**config.mk**
```make
export PLATFORM = sky130hd
export DESIGN_NAME = atm_multi_timer
export DESIGN_NICKNAME = d
export VERILOG_FILES = /design/src/rtl/atm_timer_pkg.sv /design/src/rtl/atm_timer_channel.sv /design/src/rtl/atm_multi_timer.sv
export SDC_FILE = /design/constraint.sdc
export NUM_CORES = 1
export LEC_CHECK = 0
export ABC_AREA = 1
export CORE_UTILIZATION = 55
export CTS_BUF_LIST = sky130_fd_sc_hd__clkbuf_2
export DETAILED_ROUTE_END_ITERATION = 12
export MAX_ROUTING_LAYER = met4
export PLACE_DENSITY_LB_ADDON = 0.25
export SLEW_MARGIN = 20
export SYNTH_ARGS = -nofsm -noshare
export SYNTH_HDL_FRONTEND = slang
export SYNTH_SLANG_ARGS = --single-unit
export TNS_END_PERCENT = 30
```
**constraint.sdc**
```tcl
create_clock -name clk -period 2.5 [get_ports clk]
set_input_delay 0.5 -clock clk [delete_from_list [all_inputs] [get_ports clk]]
set_output_delay 0.5 -clock clk [all_outputs]
set_load 0.05 [all_outputs]
```
**src/rtl/atm_timer_pkg.sv**
```systemverilog
// Shared types for the ATM timeout channels: per-channel FSM states and
// the encoding of the one-shot/periodic mode bit.
package atm_timer_pkg;

  typedef enum logic [1:0] {
    TMR_IDLE   = 2'd0,
    TMR_RUN    = 2'd1,
    TMR_PAUSED = 2'd2,
    TMR_DONE   = 2'd3
  } timer_state_e;

  localparam logic TMR_MODE_ONESHOT  = 1'b0;
  localparam logic TMR_MODE_PERIODIC = 1'b1;

endpackage

```
**src/rtl/atm_timer_channel.sv**
```systemverilog
// One timeout channel: control FSM, up-counter with latched threshold/mode,
// registered one-cycle time_out pulse and sticky expired flag.
module atm_timer_channel
  import atm_timer_pkg::*;
#(
  parameter int WIDTH = 32
) (
  input  logic             clk,
  input  logic             reset_n,
  input  logic             start,
  input  logic             restart,
  input  logic             stop,
  input  logic             pause,
  input  logic             periodic,
  input  logic [WIDTH-1:0] threshold,
  input  logic             expired_clr,
  output logic             running,
  output logic             time_out,
  output logic             expired,
  output logic [WIDTH-1:0] count
);

  timer_state_e     state_q, state_d;
  logic [WIDTH-1:0] count_q, count_d;
  logic [WIDTH-1:0] thr_q, thr_d;
  logic             mode_q, mode_d;
  logic             time_out_q, time_out_d;
  logic             expired_q, expired_d;
  logic             load;
  logic             terminal;

  // start only acts from IDLE/DONE; restart acts everywhere; stop overrides both
  assign load     = !stop && (restart || (start && (state_q == TMR_IDLE || state_q == TMR_DONE)));
  assign terminal = !stop && !load && (state_q == TMR_RUN) && !pause && (count_q == thr_q);

  always_ff @(posedge clk or negedge reset_n) begin
    if (!reset_n) state_q <= TMR_IDLE;
    else          state_q <= state_d;
  end

  always_comb begin
    state_d = state_q;
    if (stop) begin
      state_d = TMR_IDLE;
    end else if (load) begin
      state_d = TMR_RUN;
    end else begin
      case (state_q)
        TMR_RUN: begin
          if (pause)                                      state_d = TMR_PAUSED;
          else if (terminal && mode_q != TMR_MODE_PERIODIC) state_d = TMR_DONE;
        end
        TMR_PAUSED: if (!pause) state_d = TMR_RUN;
        default: ;
      endcase
    end
  end

  always_comb begin
    running = (state_q == TMR_RUN) || (state_q == TMR_PAUSED);
  end

  // The resume edge out of PAUSED holds the count as well
  always_comb begin
    count_d    = count_q;
    thr_d      = thr_q;
    mode_d     = mode_q;
    time_out_d = terminal;
    expired_d  = expired_clr ? 1'b0 : expired_q;
    if (terminal) expired_d = 1'b1;
    if (stop) begin
      count_d = '0;
    end else if (load) begin
      count_d = '0;
      thr_d   = threshold;
      mode_d  = periodic;
    end else if (state_q == TMR_RUN && !pause) begin
      count_d = terminal ? '0 : count_q + {{(WIDTH-1){1'b0}}, 1'b1};
    end
  end

  always_ff @(posedge clk or negedge reset_n) begin
    if (!reset_n) begin
      count_q    <= '0;
      thr_q      <= '0;
      mode_q     <= TMR_MODE_ONESHOT;
      time_out_q <= 1'b0;
      expired_q  <= 1'b0;
    end else begin
      count_q    <= count_d;
      thr_q      <= thr_d;
      mode_q     <= mode_d;
      time_out_q <= time_out_d;
      expired_q  <= expired_d;
    end
  end

  assign time_out = time_out_q;
  assign expired  = expired_q;
  assign count    = count_q;

endmodule

```
**src/rtl/atm_multi_timer.sv**
```systemverilog
// Bank of independent timeout channels for the ATM controller FSM; the only
// shared logic is the OR of the sticky expired flags.
module atm_multi_timer
  import atm_timer_pkg::*;
#(
  parameter int NUM_CH = 4,
  parameter int WIDTH  = 32
) (
  input  logic                    clk,
  input  logic                    reset_n,
  input  logic [NUM_CH-1:0]       start,
  input  logic [NUM_CH-1:0]       restart,
  input  logic [NUM_CH-1:0]       stop,
  input  logic [NUM_CH-1:0]       pause,
  input  logic [NUM_CH-1:0]       periodic,
  input  logic [NUM_CH*WIDTH-1:0] threshold,
  input  logic [NUM_CH-1:0]       expired_clr,
  output logic [NUM_CH-1:0]       running,
  output logic [NUM_CH-1:0]       time_out,
  output logic [NUM_CH-1:0]       expired,
  output logic [NUM_CH*WIDTH-1:0] count,
  output logic                    any_expired
);

  for (genvar i = 0; i < NUM_CH; i++) begin : g_ch
    atm_timer_channel #(.WIDTH(WIDTH)) u_ch (
      .clk         (clk),
      .reset_n     (reset_n),
      .start       (start[i]),
      .restart     (restart[i]),
      .stop        (stop[i]),
      .pause       (pause[i]),
      .periodic    (periodic[i]),
      .threshold   (threshold[i*WIDTH +: WIDTH]),
      .expired_clr (expired_clr[i]),
      .running     (running[i]),
      .time_out    (time_out[i]),
      .expired     (expired[i]),
      .count       (count[i*WIDTH +: WIDTH])
    );
  end

  assign any_expired = |expired;

endmodule

```
==> flow_metrics.py, run 1 <==
metrics = {
    "cts": {
        "clk_pin_slew_ns": 0.09,
        "ctsRootBufferMaster": "clkbuf_2",
        "cts_buffers": 76,
        "cts_tree": "yes",
        "cts.sinks": 276,
        "clkLatencyLatePin_ns": 0.92,
        "htreeDepth": 3,
        "cts_max_path_buffers": 3,
    },
    "worst_setup_path": {
        "cp.arrival_ns": 1.96,
        "worstReg2RegEnd": "g_ch[2].u_ch.state_q[1]",
        "slowest_stage": "dlygate4sd2_1",
        "worst_r2r_startpoint": "g_ch[2].u_ch.state_q[0]",
        "path_depth": 1,
        "slowest_delay_ns": 0.56,
        "cp_max_fo": 5,
        "cp.required_ns": 2.00,
        "path_buf_inv": 1,
        "path_cells": "dlygate4sd2_1",
        "critPathKind": "reg2out",
        "crit_family": "buffers and inverters",
        "endpoint_kind": "primary output",
        "worst_setup_path_start_kind": "flop",
        "r2r_setup_slack_ns": 0.28,
        "reg2regPathDepth": 12,
    },
    "sta": {
        "setup_ws_ns": 0.0370,
        "fin_skew_ns": 0.117,
        "rsz0062_at_grt": "false",
        "max_freq_ghz": 0.406,
        "min_period_ns": 2.46,
        "hold_violations": 0,
        "post-route-period-util": 0.985,
        "tns_ns": 0,
        "max-slew-margin-rel": 0.582,
        "slew_viol_final": 0,
        "setup_viol": 0,
        "tightest_slew_ns": 0.630,
    },
    "die": {
        "num_rows": 62,
        "die_area_um2": 30300,
        "ios": 295,
        "die_h_um": 174,
        "die_w_um": 174,
        "start_util": 0.563,
        "core_area_um2": 28900,
    },
    "final_layout": {
        "nets": 2637,
        "layout_common_cells": "505 x nand2_1, 340 x nor2_1, 276 x dfrtp_1",
        "drive_above_1_share": 0.137,
        "design_area_um2": 20200,
        "layout_commonest_cell": "nand2_1",
        "syn2layout_area_growth_pct": 24.3,
    },
    "synthesis": {
        "synth_top_family_by_area": "simple AND/OR/NAND/NOR gates",
        "synth_area_per_cell_um2": 7.68,
        "synth_seq_cells": 276,
        "ys_types": 52,
        "synth_compound_area_frac": 0.0641,
        "synthMuxAreaShare": 0.0553,
        "yosys.area_share.simple": 0.298,
        "synth_fa_ha_area_frac": 0.00922,
        "syn_inst": 2121,
        "syn_area_um2": 16300,
        "synth_xor_xnor_area_share": 0.0671,
        "yosysWarnings": 0,
        "syn-num-nets": 2287,
        "seq_area_frac_synth": 0.424,
    },
    "global_route": {
        "track_usage": 0.353,
        "grt_pass1_vias": 15672,
        "antenna_found_initial": 1,
        "grt_first_pass_wirelength_um": 81800,
        "grt_overflow_total": 0,
        "grt_max_degree": 61,
    },
    "placement": {
        "place_area_um2": 19700,
        "dp.final_hpwl_um": 39800,
        "portBuffers": 294,
        "dpl_worst_slack_ns": 0.114,
        "gp_congestion": 0.959,
    },
    "routing": {
        "ant_nets": 0,
        "wl_per_cell_um": 17.6,
        "wl_um": 51300,
        "drc": 0,
        "avgViaCountPerCell": 5.42,
        "drt-initial-drc-count": 1297,
        "vias": 15775,
        "dr.pass1.iters": 5,
    },
    "pwr": {
        "ir_drop_v": 0.000383,
        "p_leak_nw": 9.37,
        "power_density_nw_per_um2": 552,
    },
    "hold_path": {
        "hp-class": "in2async",
    },
    "run_status": {
        "outcome": "finished, final reports clean",
    },
    "flow_run": {
        "cap_violations": 0,
    },
}
==> cell families (layout without fill, tap and decap cells) <==
| logic type | Yosys count | count (layout) |
|---|---|---|
| other | 0 | 2 |
| flip-flops | 276 | 276 |
| AND/OR/NAND/NOR | 1121 | 1121 |
| AO/OA/AOI/OAI | 185 | 185 |
| multiplexers | 80 | 80 |
| XOR/XNOR | 124 | 124 |
| adder cells (fa/ha/maj) | 12 | 12 |
| buffers and inverters | 323 | 726 |
==> how the worst max path moves through the flow <==
stage / slack (ns) / startpoint / endpoint
final: 0.04 / g_ch[3].u_ch.count[16] / count[112]
after global routing: 0.0006 / g_ch[2].u_ch.count[28] / count[92]
after CTS: 0.0005 / g_ch[1].u_ch.count[5] / count[37]
after detailed placement: 0.11 / pause[2] / g_ch[2].u_ch.state_q[0]
after global placement: 0.16 / pause[1] / g_ch[1].u_ch.count[23]
after floorplan: 0.41 / g_ch[3].u_ch.count[0] / g_ch[3].u_ch.count[30]
==> state kept, by name (all words and copies together), names as in the netlist <==
register,count
g_ch.u_ch.thr_q,128
g_ch.u_ch.state_q,8
g_ch.u_ch.time_out,4
g_ch.u_ch.expired,4
g_ch.u_ch.count,128
g_ch.u_ch.mode_q,4
==> metrics by stage <==
stage	power [mW]	hold slack (ns)	utilization	instances
after floorplan	6.66	0.204	-	2121
after global placement	7.50	0.474	0.681	2776
after detailed placement	7.56	0.479	0.681	2776
after CTS	11.2	0.101	0.704	2908
after global routing	11.7	0.115	0.699	2909
final	11.2	0.139	0.699	2910
==> cells in the mapped netlist, drive strengths merged <==
cell type,count,share of area
a21boi,1,0.00046
a21oi,91,0.028
a22oi,4,0.0018
a31oi,10,0.0038
a41oi,1,0.00054
and3,5,0.0019
and3b,1,0.00054
buf,42,0.017
clkbuf,14,0.0035
clkinv,1,0.00023
dfrtp,276,0.42
ha,12,0.0092
inv,266,0.061
mux2,80,0.055
nand2,511,0.12
nand3,97,0.033
nand3b,5,0.0023
nand4,31,0.013
nor2,354,0.087
nor2b,1,0.00038
nor3,84,0.028
nor3b,4,0.0018
nor4,16,0.0061
nor4b,1,0.00054
o2111ai,4,0.0022
o211ai,13,0.0060
o21ai,35,0.011
o21bai,1,0.00046
o22ai,25,0.0096
or2,11,0.0045
xnor2,58,0.032
xor2,66,0.035
==> report_power, final <==
group / total, mW / internal, mW / switching, mW
Clock: 3.68 / 1.66 / 2.02
Combinational: 2.27 / 0.990 / 1.28
Sequential: 5.22 / 4.89 / 0.323
==> metal layers <==
metal	vias to the layer above	GRT usage	wire length (um)
li1	7505	-	-
met1	7486	0.459	21900
met2	648	0.554	23800
met3	136	0.0678	3810
met4	0	0.122	1750
met5	-	-	0
==> area by class of cell <==
| type | count | area, um2 |
|---|---|---|
| clock inverter | 24 | 228 |
| antenna | 2 | 5.00 |
| multi-input combinational | 1522 | 8050 |
| timing repair buffer | 328 | 3030 |
| sequential | 276 | 6910 |
| clock buffer | 107 | 536 |
| fill | 2522 | 8700 |
| tap | 384 | 480 |
| inverter | 267 | 1000 |
==> what timing repair did <==
action                                  in CTS  in global routing
hold buffers                                 1                  0
gates resized for setup                    215                 95
endpoints found under the hold margin      234                  0
cloned                                       0                  0
endpoints found under the setup margin     141                 69
buffers inserted                             0                  0
No activity file was read; power rests on OpenSTA's default activity.
==> run 2: changes to the inputs <==
--- a/config.mk
+++ b/config.mk
@@ -6,7 +6,9 @@
 export NUM_CORES = 1
 export LEC_CHECK = 0
 export ABC_AREA = 1
-export CORE_UTILIZATION = 55
+export CELL_PAD_IN_SITES_DETAIL_PLACEMENT = 0
+export CELL_PAD_IN_SITES_GLOBAL_PLACEMENT = 1
+export CORE_UTILIZATION = 40
 export CTS_BUF_LIST = sky130_fd_sc_hd__clkbuf_2
 export DETAILED_ROUTE_END_ITERATION = 12
 export MAX_ROUTING_LAYER = met4
@@ -15,4 +17,3 @@
 export SYNTH_ARGS = -nofsm -noshare
 export SYNTH_HDL_FRONTEND = slang
 export SYNTH_SLANG_ARGS = --single-unit
-export TNS_END_PERCENT = 30
==> flow_metrics.py, run 2 (synthesis gave the netlist of run 1 again) <==
metrics = {
    "run_status": {
        "outcome": "finished, final reports clean",
    },
    "worst_setup_path": {
        "critPathKind": "reg2out",
        "worst_setup_path_start_kind": "flop",
        "path_common_cell": "inv_2",
        "slowest_stage": "dfrtp_1",
        "slowest_delay_ns": 0.42,
        "cp.required_ns": 2.00,
        "cp_max_fo": 3,
        "reg2regPathDepth": 8,
        "crit_family": "flip-flops",
        "path_buf_inv": 3,
        "cp.arrival_ns": 1.96,
        "endpoint_kind": "primary output",
        "path_cells": "inv_2, ha_4, inv_2, buf_6",
        "path_depth": 4,
    },
    "pwr": {
        "ir_drop_v": 0.000405,
        "p_leak_nw": 9.72,
        "power_density_nw_per_um2": 529,
        "finalPower_mw": 11.2,
    },
    "placement": {
        "dpl_worst_slack_ns": 0.0920,
        "gp_congestion": 0.966,
        "place_area_um2": 20000,
        "placed_cells": 2929,
        "portBuffers": 294,
        "dp.final_hpwl_um": 42600,
    },
    "cts": {
        "cts_max_path_buffers": 3,
        "htreeDepth": 3,
        "cts_buffers": 82,
        "clkLatencyLatePin_ns": 1.06,
        "cts.sinks": 276,
        "clk_pin_slew_ns": 0.10,
        "cts_tree": "yes",
        "ctsRootBufferMaster": "clkbuf_2",
    },
    "routing": {
        "wl_per_cell_um": 17.9,
        "wl_um": 56600,
        "vias": 16040,
        "drc": 0,
        "avgViaCountPerCell": 5.08,
        "ant_nets": 0,
        "drt-initial-drc-count": 982,
        "dr.pass1.iters": 5,
    },
    "global_route": {
        "grt_max_degree": 60,
        "grt_overflow_total": 0,
        "grt_pass1_vias": 15999,
        "track_usage": 0.284,
        "grt_first_pass_wirelength_um": 88700,
        "antenna_found_initial": 3,
    },
    "sta": {
        "min_period_ns": 2.46,
        "hold_ws_ns": 0.0924,
        "setup_viol": 0,
        "max_freq_ghz": 0.406,
        "max-slew-margin-rel": 0.601,
        "fin_skew_ns": 0.0554,
        "tns_ns": 0,
        "rsz0062_at_grt": "true",
        "slew_viol_final": 0,
        "hold_violations": 0,
        "setup_ws_ns": 0.0351,
        "post-route-period-util": 0.986,
        "tightest_slew_ns": 0.595,
    },
    "die": {
        "die_h_um": 204,
        "die_area_um2": 41500,
        "die_w_um": 204,
        "core_area_um2": 39900,
        "num_rows": 73,
        "ios": 295,
        "start_util": 0.408,
    },
    "final_layout": {
        "fill_cells": 4013,
        "nets": 2744,
        "syn2layout_area_growth_pct": 29.9,
        "multiInputGateArea_um2": 8110,
        "layout_commonest_cell": "nand2_1",
        "layout_common_cells": "503 x nand2_1, 340 x nor2_1, 260 x dfrtp_1",
        "design_area_um2": 21200,
        "utilization": 0.530,
        "regArea_um2": 6930,
        "finalNonFillerCells": 3158,
        "drive_above_1_share": 0.183,
    },
    "hold_path": {
        "min_path_cells": 2,
        "hp-class": "in2reg",
    },
    "flow_run": {
        "cap_violations": 0,
    },
}
-- run 2: path summary, 6_finish.rpt --
check                                    endpoint  slack, ns                    start
setup / recovery                       running[0]       0.04  g_ch[0].u_ch.state_q[0]
hold / removal             g_ch[1].u_ch.thr_q[20]       0.09            threshold[52]
setup reg to reg           g_ch[0].u_ch.count[31]       0.19   g_ch[0].u_ch.count[23]
hold reg to reg               g_ch[2].u_ch.mode_q       0.52      g_ch[2].u_ch.mode_q
max in group asynchronous  g_ch[0].u_ch.thr_q[22]       0.97                  reset_n
min in group asynchronous  g_ch[3].u_ch.count[24]       0.58                  reset_n
-- run 2: layout make-up --
cell class	count	area share
antenna	4	0.000473
inverter	267	0.0474
timing repair buffer	429	0.178
clock inverter	19	0.00479
multi-input combinational	1522	0.383
sequential	276	0.327
tap	525	0.0311
clock buffer	116	0.0274
-- run 2: layer usage --
layer,GRT usage,part of all wire,up-vias
met5,-,0,-
met4,0.0840,0.021,0
met3,0.0529,0.063,99
met2,0.442,0.47,551
met1,0.375,0.45,7655
li1,-,-,7735
-- run 2: repair_timing --
| item | CTS | global route |
|---|---|---|
| setup buffers | 7 | 3 |
| hold endpoints to repair | 352 | 1 |
| setup endpoints to repair | 141 | 37 |
| hold buffers | 79 | 1 |
| resized for setup | 689 | 38 |
| pin swaps | 2 | 1 |
-- run 2: report_power, final --
group / switching [mW] / internal [mW] / total (mW)
sequential: 0.333 / 4.89 / 5.23
combinational: 1.36 / 1.18 / 2.54
clock: 2.11 / 1.33 / 3.43
total: 3.80 / 7.40 / 11.2
-- run 2: worst register-to-register path: stages, from the launching register on --
cell,delay [ns]
dfrtp_1,0.51
xnor2_1,0.43
nand2_1,0.09
nor2_1,0.29
nand2_1,0.08
nor2_1,0.15
nand3_2,0.19
nand2_2,0.35
nor2_1,0.10
==> run 3: changes to the inputs <==
--- a/config.mk
+++ b/config.mk
@@ -8,11 +8,13 @@
 export ABC_AREA = 1
 export CELL_PAD_IN_SITES_DETAIL_PLACEMENT = 0
 export CELL_PAD_IN_SITES_GLOBAL_PLACEMENT = 1
+export CORE_ASPECT_RATIO = 0.75
 export CORE_UTILIZATION = 40
 export CTS_BUF_LIST = sky130_fd_sc_hd__clkbuf_2
 export DETAILED_ROUTE_END_ITERATION = 12
 export MAX_ROUTING_LAYER = met4
 export PLACE_DENSITY_LB_ADDON = 0.25
+export SKIP_LAST_GASP = 1
 export SLEW_MARGIN = 20
 export SYNTH_ARGS = -nofsm -noshare
 export SYNTH_HDL_FRONTEND = slang
==> flow_metrics.py, run 3 (synthesis gave the netlist of run 1 again) <==
metrics = {
    "global_route": {
        "antenna_found_initial": 3,
        "track_usage": 0.276,
        "grt_first_pass_wirelength_um": 86500,
        "grt_pass1_vias": 15418,
        "grt_overflow_total": 0,
        "grt_max_degree": 66,
    },
    "final_layout": {
        "utilization": 0.519,
        "finalNonFillerCells": 3063,
        "design_area_um2": 20700,
        "layout_commonest_cell": "nand2_1",
        "drive_above_1_share": 0.181,
        "fill_cells": 3974,
        "syn2layout_area_growth_pct": 26.8,
        "layout_common_cells": "502 x nand2_1, 340 x nor2_1, 260 x inv_1",
        "nets": 2653,
    },
    "worst_setup_path": {
        "path_buf_inv": 1,
        "cp.arrival_ns": 1.87,
        "worst_setup_path_start_kind": "flop",
        "critPathKind": "reg2out",
        "endpoint_kind": "primary output",
        "crit_family": "flip-flops",
        "slowest_stage": "dfrtp_2",
        "cp_max_fo": 6,
        "path_cells": "clkdlybuf4s15_2",
        "cp.required_ns": 2.00,
        "slowest_delay_ns": 0.49,
    },
    "sta": {
        "fin_skew_ns": 0.0692,
        "post-route-period-util": 0.946,
        "min_period_ns": 2.37,
        "setup_viol": 0,
        "hold_violations": 0,
        "slew_viol_final": 0,
        "rsz0062_at_grt": "true",
        "hold_ws_ns": 0.121,
        "max-slew-margin-rel": 0.617,
        "max_freq_ghz": 0.423,
        "tightest_slew_ns": 0.572,
    },
    "placement": {
        "placed_cells": 2914,
        "gp_congestion": 0.934,
        "dp.final_hpwl_um": 42600,
        "place_area_um2": 19900,
        "portBuffers": 294,
    },
    "cts": {
        "ctsRootBufferMaster": "clkbuf_2",
        "cts_buffers": 75,
        "clk_pin_slew_ns": 0.12,
        "cts_tree": "yes",
        "cts.sinks": 276,
        "clkLatencyLatePin_ns": 0.96,
        "cts_max_path_buffers": 3,
        "htreeDepth": 3,
    },
    "routing": {
        "drt-initial-drc-count": 1162,
        "wl_per_cell_um": 18.1,
        "ant_nets": 0,
        "dr.pass1.iters": 5,
        "avgViaCountPerCell": 5.13,
        "wl_um": 55300,
        "vias": 15725,
        "drc": 0,
    },
    "pwr": {
        "ir_drop_v": 0.000305,
        "power.internal_mw": 7.25,
        "power.share.clock": 0.306,
        "swShare": 0.337,
        "power_density_nw_per_um2": 530,
        "pwr-share-seq": 0.476,
        "pwr-share-comb": 0.218,
        "p_sw_mw": 3.68,
        "p_leak_nw": 9.24,
    },
    "hold_path": {
        "hp-class": "in2reg",
    },
    "die": {
        "die_h_um": 177,
        "die_w_um": 235,
        "start_util": 0.409,
        "ios": 295,
        "die_area_um2": 41500,
        "num_rows": 63,
        "core_area_um2": 39800,
    },
    "flow_run": {
        "cap_violations": 0,
    },
    "run_status": {
        "outcome": "finished, final reports clean",
    },
}
-- run 3: changes by cell type in the layout (fill, tap and decap cells not counted), sizes merged --
cell,delta
clkbuf,-12
clkdlybuf4s18,+9
diode,-1
clkinv,-2
clkdlybuf4s15,+53
inv,-1
buf,-72
dlygate4sd2,+5
dlygate4sd3,-69
-- run 3: path summary, 6_finish.rpt --
check	from	depth (start not counted)	end	slack, ns
max	g_ch[0].u_ch.count[6]	1	count[6]	0.13
min	expired_clr[2]	2	g_ch[2].u_ch.expired	0.12
max reg2reg	g_ch[2].u_ch.state_q[0]	12	g_ch[2].u_ch.state_q[1]	0.34
min reg2reg	g_ch[2].u_ch.state_q[0]	2	g_ch[2].u_ch.state_q[0]	0.52
max in group asynchronous	reset_n	3	g_ch[2].u_ch.count[13]	1.89
min in group asynchronous	reset_n	3	g_ch[0].u_ch.count[23]	0.16
-- run 3: metal layers --
layer,GRT usage,routed length (um),share of wire,vias up
met1,0.385,26500,0.48,7551
met4,0.0789,1050,0.019,0
li1,-,-,-,7549
met5,-,0,0,-
met3,0.0499,3520,0.064,86
met2,0.410,24300,0.44,539
-- run 3: final cells by class --
type | instances | area (um2) | area share
clock buffers | 114 | 571 | 0.0276
repair buffers | 345 | 3290 | 0.159
multi-input cells | 1522 | 8100 | 0.392
well taps | 520 | 651 | 0.0315
inverters | 267 | 1000 | 0.0485
diodes | 3 | 7.51 | 0.000364
clock inverters | 16 | 91.3 | 0.00442
flip-flops and latches | 276 | 6940 | 0.336
-- run 3: worst register-to-register path, delay by kind of cell (launching register included) --
kind,cells,cell delay (ns)
compound gates,1,0.22
simple gates,9,1.11
flops,1,0.41
fa+ha+maj,1,0.22
buf+inv,1,0.10
-- run 3: power by group through the flow --
stage / Combinational, mW / Clock (mW) / Sequential, mW
2_1_floorplan: 1.44 / 0 / 5.21
3_3_place_gp: 2.27 / 0 / 5.28
3_5_place_dp: 2.29 / 0 / 5.30
4_1_cts: 2.35 / 3.49 / 5.21
5_1_grt: 2.62 / 3.69 / 5.27
6_report: 2.38 / 3.35 / 5.21
-- run 3: timing repair --
action	4_1_cts	5_1_grt
buffers inserted	3	2
pin swaps	1	0
hold buffers	10	1
hold endpoints to repair	284	1
resized for setup	505	53
endpoints found under the setup margin	140	29
-- run 3: stage by stage --
| step | TNS [ns] | setup slack (ns) | power [mW] |
|---|---|---|---|
| CTS | -0.155 | -0.155 | 11.1 |
| global route | -0.0457 | -0.0457 | 11.6 |
| floorplan | 0 | 0.413 | 6.66 |
| global placement | 0 | 0.165 | 7.55 |
| finish | 0 | 0.135 | 10.9 |
| detailed placement | 0 | 0.130 | 7.59 |
